<file path="src/rtl/bus_arb2.sv">
// Two-master round-robin arbiter for one slave; BUS_ARB_UDM_PRIORITY_EN gives m1 fixed priority.
// Latency: zero added cycles on the command and response paths (purely combinational muxing).
// Backpressure: owner holds until s_ack_i; s_req_o is held low while the read-tag FIFO is full and not popping.

module bus_arb2_fifo #(
    parameter int W     = 1,
    parameter int DEPTH = 4
) (
    input  logic                       clk_i,
    input  logic                       rst_i,
    input  logic                       i_push_vld,
    input  logic [W-1:0]               i_push_dat,
    input  logic                       i_pop_vld,
    output logic [W-1:0]               o_head_dat,
    output logic [$clog2(DEPTH):0]     o_count
);
    localparam int PTR_W = $clog2(DEPTH);
    localparam int CNT_W = PTR_W + 1;

    logic [W-1:0]     r_mem [DEPTH];
    logic [PTR_W-1:0] r_wr_ptr;
    logic [PTR_W-1:0] r_rd_ptr;
    logic [CNT_W-1:0] r_count;

    always_ff @(posedge clk_i) begin
        if (i_push_vld) begin
            r_mem[r_wr_ptr] <= i_push_dat;
        end
    end

    // Push and pop together keep the count, which is what lets a full FIFO accept in its pop cycle.
    always_ff @(posedge clk_i) begin
        if (rst_i) begin
            r_wr_ptr <= '0;
            r_rd_ptr <= '0;
            r_count  <= '0;
        end else begin
            if (i_push_vld) r_wr_ptr <= r_wr_ptr + PTR_W'(1);
            if (i_pop_vld)  r_rd_ptr <= r_rd_ptr + PTR_W'(1);
            case ({i_push_vld, i_pop_vld})
                2'b10:   r_count <= r_count + CNT_W'(1);
                2'b01:   r_count <= r_count - CNT_W'(1);
                default: r_count <= r_count;
            endcase
        end
    end

    assign o_head_dat = r_mem[r_rd_ptr];
    assign o_count    = r_count;
endmodule

module bus_arb2 #(
    parameter int ADDR_W          = 32,
    parameter int DATA_W          = 32,
    parameter int RESP_FIFO_DEPTH = 4
) (
    input  logic                clk_i,
    input  logic                rst_i,
    input  logic                m0_req_i,
    output logic                m0_ack_o,
    input  logic                m0_we_i,
    input  logic [ADDR_W-1:0]   m0_addr_bi,
    input  logic [DATA_W/8-1:0] m0_be_bi,
    input  logic [DATA_W-1:0]   m0_wdata_bi,
    output logic                m0_resp_o,
    output logic [DATA_W-1:0]   m0_rdata_bo,
    input  logic                m1_req_i,
    output logic                m1_ack_o,
    input  logic                m1_we_i,
    input  logic [ADDR_W-1:0]   m1_addr_bi,
    input  logic [DATA_W/8-1:0] m1_be_bi,
    input  logic [DATA_W-1:0]   m1_wdata_bi,
    output logic                m1_resp_o,
    output logic [DATA_W-1:0]   m1_rdata_bo,
    output logic                s_req_o,
    output logic                s_we_o,
    output logic [ADDR_W-1:0]   s_addr_bo,
    output logic [DATA_W/8-1:0] s_be_bo,
    output logic [DATA_W-1:0]   s_wdata_bo,
    input  logic                s_ack_i,
    input  logic                s_resp_i,
    input  logic [DATA_W-1:0]   s_rdata_bi
);
    localparam int BE_W  = DATA_W / 8;
    localparam int CNT_W = $clog2(RESP_FIFO_DEPTH) + 1;

    typedef enum logic {ST_IDLE, ST_LOCKED} state_t;

    state_t r_state;
    logic   r_owner;
    logic   r_last_grant;
    logic   r_orphan_resp;

    logic             w_live;
    logic             w_pick;
    logic             w_owner;
    logic             w_owner_req;
    logic             w_owner_we;
    logic             w_fifo_full;
    logic             w_fifo_empty;
    logic             w_pop;
    logic             w_stall;
    logic             w_s_req;
    logic             w_accept;
    logic             w_push;
    logic [0:0]       w_head;
    logic [CNT_W-1:0] w_fifo_count;

    assign w_live = ~rst_i;

    always_comb begin
        w_pick = 1'b0;
        if (m0_req_i && m1_req_i) begin
`ifdef BUS_ARB_UDM_PRIORITY_EN
            w_pick = 1'b1;
`else
            w_pick = ~r_last_grant;
`endif
        end else if (m1_req_i) begin
            w_pick = 1'b1;
        end
    end

    // A waiting command keeps its registered owner so the grant cannot move before the ack.
    assign w_owner      = (r_state == ST_LOCKED) ? r_owner : w_pick;
    assign w_owner_req  = w_owner ? m1_req_i : m0_req_i;
    assign w_owner_we   = w_owner ? m1_we_i  : m0_we_i;

    assign w_fifo_full  = (w_fifo_count == CNT_W'(RESP_FIFO_DEPTH));
    assign w_fifo_empty = (w_fifo_count == '0);
    assign w_pop        = s_resp_i & ~w_fifo_empty & w_live;
    assign w_stall      = w_fifo_full & ~w_pop;
    assign w_s_req      = w_owner_req & ~w_stall & w_live;
    assign w_accept     = w_s_req & s_ack_i;
    assign w_push       = w_accept & ~w_owner_we;

    assign s_req_o    = w_s_req;
    assign s_we_o     = w_owner_we & w_live;
    assign s_addr_bo  = {ADDR_W{w_live}} & (w_owner ? m1_addr_bi  : m0_addr_bi);
    assign s_be_bo    = {BE_W{w_live}}   & (w_owner ? m1_be_bi    : m0_be_bi);
    assign s_wdata_bo = {DATA_W{w_live}} & (w_owner ? m1_wdata_bi : m0_wdata_bi);

    assign m0_ack_o = w_accept & ~w_owner;
    assign m1_ack_o = w_accept &  w_owner;

    assign m0_resp_o   = w_pop & ~w_head[0];
    assign m1_resp_o   = w_pop &  w_head[0];
    assign m0_rdata_bo = m0_resp_o ? s_rdata_bi : '0;
    assign m1_rdata_bo = m1_resp_o ? s_rdata_bi : '0;

    bus_arb2_fifo #(
        .W     (1),
        .DEPTH (RESP_FIFO_DEPTH)
    ) u_tag_fifo (
        .clk_i      (clk_i),
        .rst_i      (rst_i),
        .i_push_vld (w_push),
        .i_push_dat (w_owner),
        .i_pop_vld  (w_pop),
        .o_head_dat (w_head),
        .o_count    (w_fifo_count)
    );

    always_ff @(posedge clk_i) begin
        if (rst_i) begin
            r_state       <= ST_IDLE;
            r_owner       <= 1'b0;
            r_last_grant  <= 1'b1;
            r_orphan_resp <= 1'b0;
        end else begin
            case (r_state)
                ST_IDLE: begin
                    if (w_s_req && !s_ack_i) begin
                        r_state <= ST_LOCKED;
                        r_owner <= w_pick;
                    end
                end
                ST_LOCKED: begin
                    if (w_accept) r_state <= ST_IDLE;
                end
                default: r_state <= ST_IDLE;
            endcase
            if (w_accept) r_last_grant <= w_owner;
            if (s_resp_i && w_fifo_empty) r_orphan_resp <= 1'b1;
        end
    end
endmodule

</file>
<file path="config.mk">
export PLATFORM = sky130hd
export DESIGN_NAME = bus_arb2
export DESIGN_NICKNAME = d
export VERILOG_FILES = /design/src/rtl/bus_arb2.sv
export SDC_FILE = /design/constraint.sdc
export NUM_CORES = 1
export LEC_CHECK = 0
export CORE_AREA = 2 2 122 124
export DETAILED_ROUTE_END_ITERATION = 10
export DIE_AREA = 0 0 124 126
export SYNTH_ARGS = -nofsm -noshare
export SYNTH_HDL_FRONTEND = slang
export SYNTH_SLANG_ARGS = --single-unit
</file>
<file path="constraint.sdc">
create_clock -name clk_i -period 8.75 [get_ports clk_i]
set_clock_uncertainty 0.15 [all_clocks]
set_input_delay 1.75 -clock clk_i [delete_from_list [all_inputs] [get_ports clk_i]]
set_output_delay 1.75 -clock clk_i [all_outputs]
set_load 0.01 [all_outputs]
</file>
After elaboration in Yosys (flattened, before gate mapping)
Memory sizes are Yosys's and may differ from the RTL's. A register that Yosys moved wholly into a read port is not among the register bits.
Index checks and enable logic that the tools add are counted.

word-level totals
  memory bits (writable) = 4
  input bits = 176
  memories kept = 1
  flip-flop bits (word level) = 10
  output and inout port bits = 138
  word-level logic and storage cells = 62

memory list
  name              depth  bits a word  read ports  clocked after Yosys merged registers in  write ports  RTL line  source
  u_tag_fifo.r_mem  4      1            1           1                                        1            20        logic [W-1:0] r_mem [DEPTH];

cells by class
  mux-type cells = 18
  equal/unequal tests = 3
  bitwise logic cells = 24
  add/sub/neg operators = 4
  reduce and logical (&&, ||, !) cells = 6

operator list
  kind                                              number
  two-way mux 32 bit                                4
  AND 32 bit                                        2
  AND 1 bit                                         12
  two-way mux 1 bit                                 9
  inverter 1 bit                                    9
  case mux 3 bit (2 select lines)                   1
  adder 2 x 1 -> 2 bit, second input constant       2
  AND 4 bit                                         1
  two-way mux 2 bit                                 2
  two-way mux 4 bit                                 1
  adder 3 x 1 -> 3 bit, second input constant       1
  == test 3 bit, second input constant              1
  zero test 3 bit                                   1
  subtractor 3 x 1 -> 3 bit, second input constant  1
  == test 2 x 1 -> 1 bit, second input constant     1
  == test 2 bit, second input constant              1
  logical AND 1 bit                                 2
  case mux 1 bit (2 select lines)                   1
  AND reduction 2 bit                               1
  nonzero test 2 bit                                1
  zero test 1 bit                                   1

Logic depth before layout (Yosys ltp)
  depth in word-level cells = 13
  mapped depth = 12
  gate-level depth less buffers = 11

Hierarchy
Synthesis repeated with hierarchy kept, for this count alone.

second synthesis, totals
  cells, all modules = 307
  area total of the unflattened synthesis = 2409.8 µm²

by module, submodules not included
  module         cells an instance  area an instance (µm²)  seq. area each (µm²)  times used
  bus_arb2       257                1844.3                  60.1                  1
  bus_arb2_fifo  50                 565.5                   300.3                 1

Least setup slack after synthesis
Ideal clock, no wire load.

  path type = input to output
  start point = input port rst_i
  end point = output port m0_rdata_bo[22]
  data required time = 6850 ps
  stages on the path = 5
  path slack = 4007 ps
  arrival time = 2843 ps
  buffers on the path = 2
  path through = buf_2 > nor3b_4 > nor2b_2 > buf_2 > and2_1

on the way
  word-level cells in the longest chain between the ends = 4

RTL lines
  item                RTL line  source
  start: declaration  58        input logic rst_i,
  inverter 1 bit      109       assign w_live = ~rst_i;
  AND 1 bit           131       assign w_pop = s_resp_i & ~w_fifo_empty & w_live;
  AND 1 bit           146       assign m0_resp_o = w_pop & ~w_head[0];
  net m0_resp_o       65        output logic m0_resp_o,
  two-way mux 32 bit  148       assign m0_rdata_bo = m0_resp_o ? s_rdata_bi : '0;
  end: declaration    66        output logic [DATA_W-1:0] m0_rdata_bo,

The timed path passes the listed nets, and every way through them passes these cells.

Worst setup path in the final report
  start point = input port m1_req_i
  end point = output port s_addr_bo[27]

on the way
  word-level cells in the longest chain between the ends = 5

RTL lines
  item                                                    RTL line  source
  start: declaration                                      67        input logic m1_req_i,
  two-way mux 1 bit or logical AND 1 bit (tied branches)  119, 113
  two-way mux 1 bit (*)                                   113       if (m0_req_i && m1_req_i) begin
  two-way mux 1 bit (*)                                   125       assign w_owner = (r_state == ST_LOCKED) ? r_owner : w_pick;
  two-way mux 32 bit (*)                                  139       assign s_addr_bo = {ADDR_W{w_live}} & (w_owner ? m1_addr_bi : m0_addr_bi);
  AND 32 bit (*)                                          139
  end: declaration                                        77        output logic [ADDR_W-1:0] s_addr_bo,

Mark *: on every way between the ends. The rest lies on a longest branch, timed or not.

==> flow_summary.yaml <==
sta:
  layout_min_cycle_time_ps: 6660
  worst_slew_pin_slew_ps: 916
  maxSlewHeadroom_pct: 38.6
  drv_slew: 0
  whs_ps: 355
  setup_viol: 0
  finalCritPeriodShare_pct: 76.1
  tns_ps: 0
  max_freq_mhz: 150
  rsz0062_at_grt: "no"
  timing_hold_violations_final: 0
grt:
  overflow: 0
  antenna_found_initial: 0
  grt_usage_pct: 14.7
  grt_pass1_wl_um: 17800
  grt_pass1_vias: 3436
  grt_max_degree: 82
flow_run:
  max_cap_violations: 0
floorplan:
  io_pins: 314
  floorplan.initialDensity_pct: 15.6
  core-area_mm2: 0.0143
  die-area_mm2: 0.0156
  die_w_um: 124
  placementRows: 44
  fp.dieH_um: 126
cells_and_area:
  nFillCells: 1490
  area.growth.synth_to_final_pct: 148
  antenna_cells: 0
  fin_nets: 853
  layout-drive-gt1-share_pct: 2.39
  final_common_cell: "clkdlybuf4s50_1"
  instances_no_fill: 854
  final_cell_mix: "312 x clkdlybuf4s50_1, 140 x nand2_1, 70 x a21oi_1"
synthesis:
  yosys.area.top_type_share_pct: 23.5
  synthDistinctLibCells: 37
  syn_area_mm2: 0.00223
  avgSynthCellArea_um2: 5.83
  synth_area_leaders: "nand2_1 24%, a21oi_1 16%, dfxtp_1 11%"
  ys.flop_type: "dfxtp_1"
  yosysWarnings: 0
  netlist_instances: 383
  synth_largest_area_cell: "nand2_1"
  synth-seq-cells: 16
  yosysSeqAreaShare_pct: 16.1
  async_flop_share_pct: 0
  synth_edf_count: 4
  synth_fp_nets: 565
clock_network:
  clock_sinks: 16
  ctsHoldBuffers: 0
  clk_path_buf_depth: 2
  post_cts_buffers: 0
  cts_tree: "done"
  numCtsBuffers: 3
  h-tree-depth: 1
  cts_root_buf: "clkbuf_16"
  clock_latency_ps: 240
  cts.repair.resized: 0
  path_clk_slew_ps: 50
detailed_routing:
  drt_pass1_iterations: 4
  wl_met1_um: 4620
  drtIter0Drc: 95
  top_layer_used: "met4"
  via_per_inst: 4.28
  num_vias: 3655
  wl_um: 12800
  wl_per_cell_um: 15.0
  dr_wl_met2_um: 6680
  drc: 0
  ant_nets: 0
  wl_met3_um: 1290
power_and_ir_drop:
  p_leak_nw: 2.24
  switching_share_pct: 31.9
  powerDensity_mw_per_mm2: 75.2
  pwr-share-comb_pct: 59.2
  intPower_w: 0.000284
  peakVddDrop_v: 0.0000815
  power.switching_w: 0.000133
  pwr-share-seq_pct: 19.7
  clock_power_share_pct: 21.2
critical_path:
  end_kind: "primary output"
  slowest_stage: "clkdlybuf4s50_1"
  cp_top_family: "buffers and inverters"
  crit_top_cell: "clkdlybuf4s50_1"
  slowest_delay_ps: 630
  worst_setup_path_start_kind: "input pin"
  cp.arrival_ps: 4760
  path_cells: "clkdlybuf4s50_1 > a21bo_1 > o21a_2 > inv_2 > buf_4 > nand2_1 > a21oi_1 > clkdlybuf4s50_1"
  critPathMaxFanout: 51
  crit_required_ps: 6850
  r2r_start: "r_last_grant$_SDFFE_PP1P_"
  criticalPathCategory: "in2out"
  worstPathBufferInverterCount: 4
  critPathLaunch: "m1_req_i"
  r2r_setup_slack_ps: 5610
run_status:
  outcome: "complete, no violations"
placement:
  numPortBuffers: 313
  place_hpwl_um: 10500
  gp_congestion: 0.887
  placed_cells: 850
worst_hold_path:
  min-delay-path-class: "reg2reg"
  hold_start: "u_tag_fifo.o_count[2]$_SDFFE_PP0P_"
-- cells in the mapped netlist (all sizes together) (2+ instances only) --
| library cell | count |
|---|---|
| and2 | 35 |
| nand2 | 140 |
| buf | 14 |
| o21a | 3 |
| mux2i | 3 |
| xor2 | 3 |
| edfxtp | 4 |
| nor2 | 12 |
| o21ai | 2 |
| a21oi | 70 |
| ha | 5 |
| nand2b | 2 |
| inv | 7 |
| nor3 | 2 |
| dfxtp | 12 |
| and3 | 36 |
| clkbuf | 20 |
| nand3 | 2 |
-- per-layer routing --
metal | vias up | global-route usage [%]
li1 | 1819 | -
met1 | 1618 | 14.8
met2 | 202 | 29.3
met3 | 16 | 3.85
met4 | 0 | 3.04
met5 | - | 0
-- power by group through the flow --
stage          Sequential, W  Combinational [W]  Clock [W]
4_1_cts            0.0000819           0.000249  0.0000895
5_1_grt            0.0000823           0.000266  0.0000922
3_3_place_gp       0.0000832           0.000247          0
2_1_floorplan      0.0000828          0.0000905          0
6_report           0.0000820           0.000247  0.0000882
3_5_place_dp       0.0000834           0.000248          0
-- path summary, 6_finish.rpt --
check,end,cells after the start
setup / recovery,s_addr_bo[27],8
setup reg to reg,u_tag_fifo.o_count[2]$_SDFFE_PP0P_,12
hold / removal,u_tag_fifo.o_count[2]$_SDFFE_PP0P_,2
hold reg to reg,u_tag_fifo.o_count[2]$_SDFFE_PP0P_,2
-- metrics by stage --
step / setup slack (ps) / power, W / cell area (µm²) / utilization, %
after floorplan: 4010 / 0.000173 / 2230 / -
after global placement: 2100 / 0.000330 / 5470 / 38.2
after detailed placement: 2030 / 0.000331 / 5470 / 38.2
after CTS: 2030 / 0.000421 / 5550 / 38.8
after global routing: 1910 / 0.000441 / 5550 / 38.8
final: 2090 / 0.000417 / 5550 / 38.8
-- tightest hold or removal path: cells and delay by family (launching register included) --
family | cells | cell delay, ps
DFF | 1 | 320
AOI/OAI and AO/OA | 2 | 140
-- cell type report --
cell class                 instances  area [µm²]  share of cell area (%)
inverter                           7        26.3                   0.473
tap                              184         230                    4.15
clock inverter                     1        3.75                  0.0676
clock buffer                       3        75.1                    1.35
timing repair buffer             317        3160                    56.9
sequential                        16         360                    6.49
multi-input combinational        326        1700                    30.6
-- cells by family after synthesis --
group | Yosys count | synth area share, %
buf+inv | 41 | 8.01
flops | 16 | 16.1
xor+xnor | 4 | 1.57
mux | 4 | 2.91
simple gates | 233 | 48.9
fa+ha+maj | 6 | 3.70
compound gates | 79 | 18.8
Power figures use the tool's default switching activity.
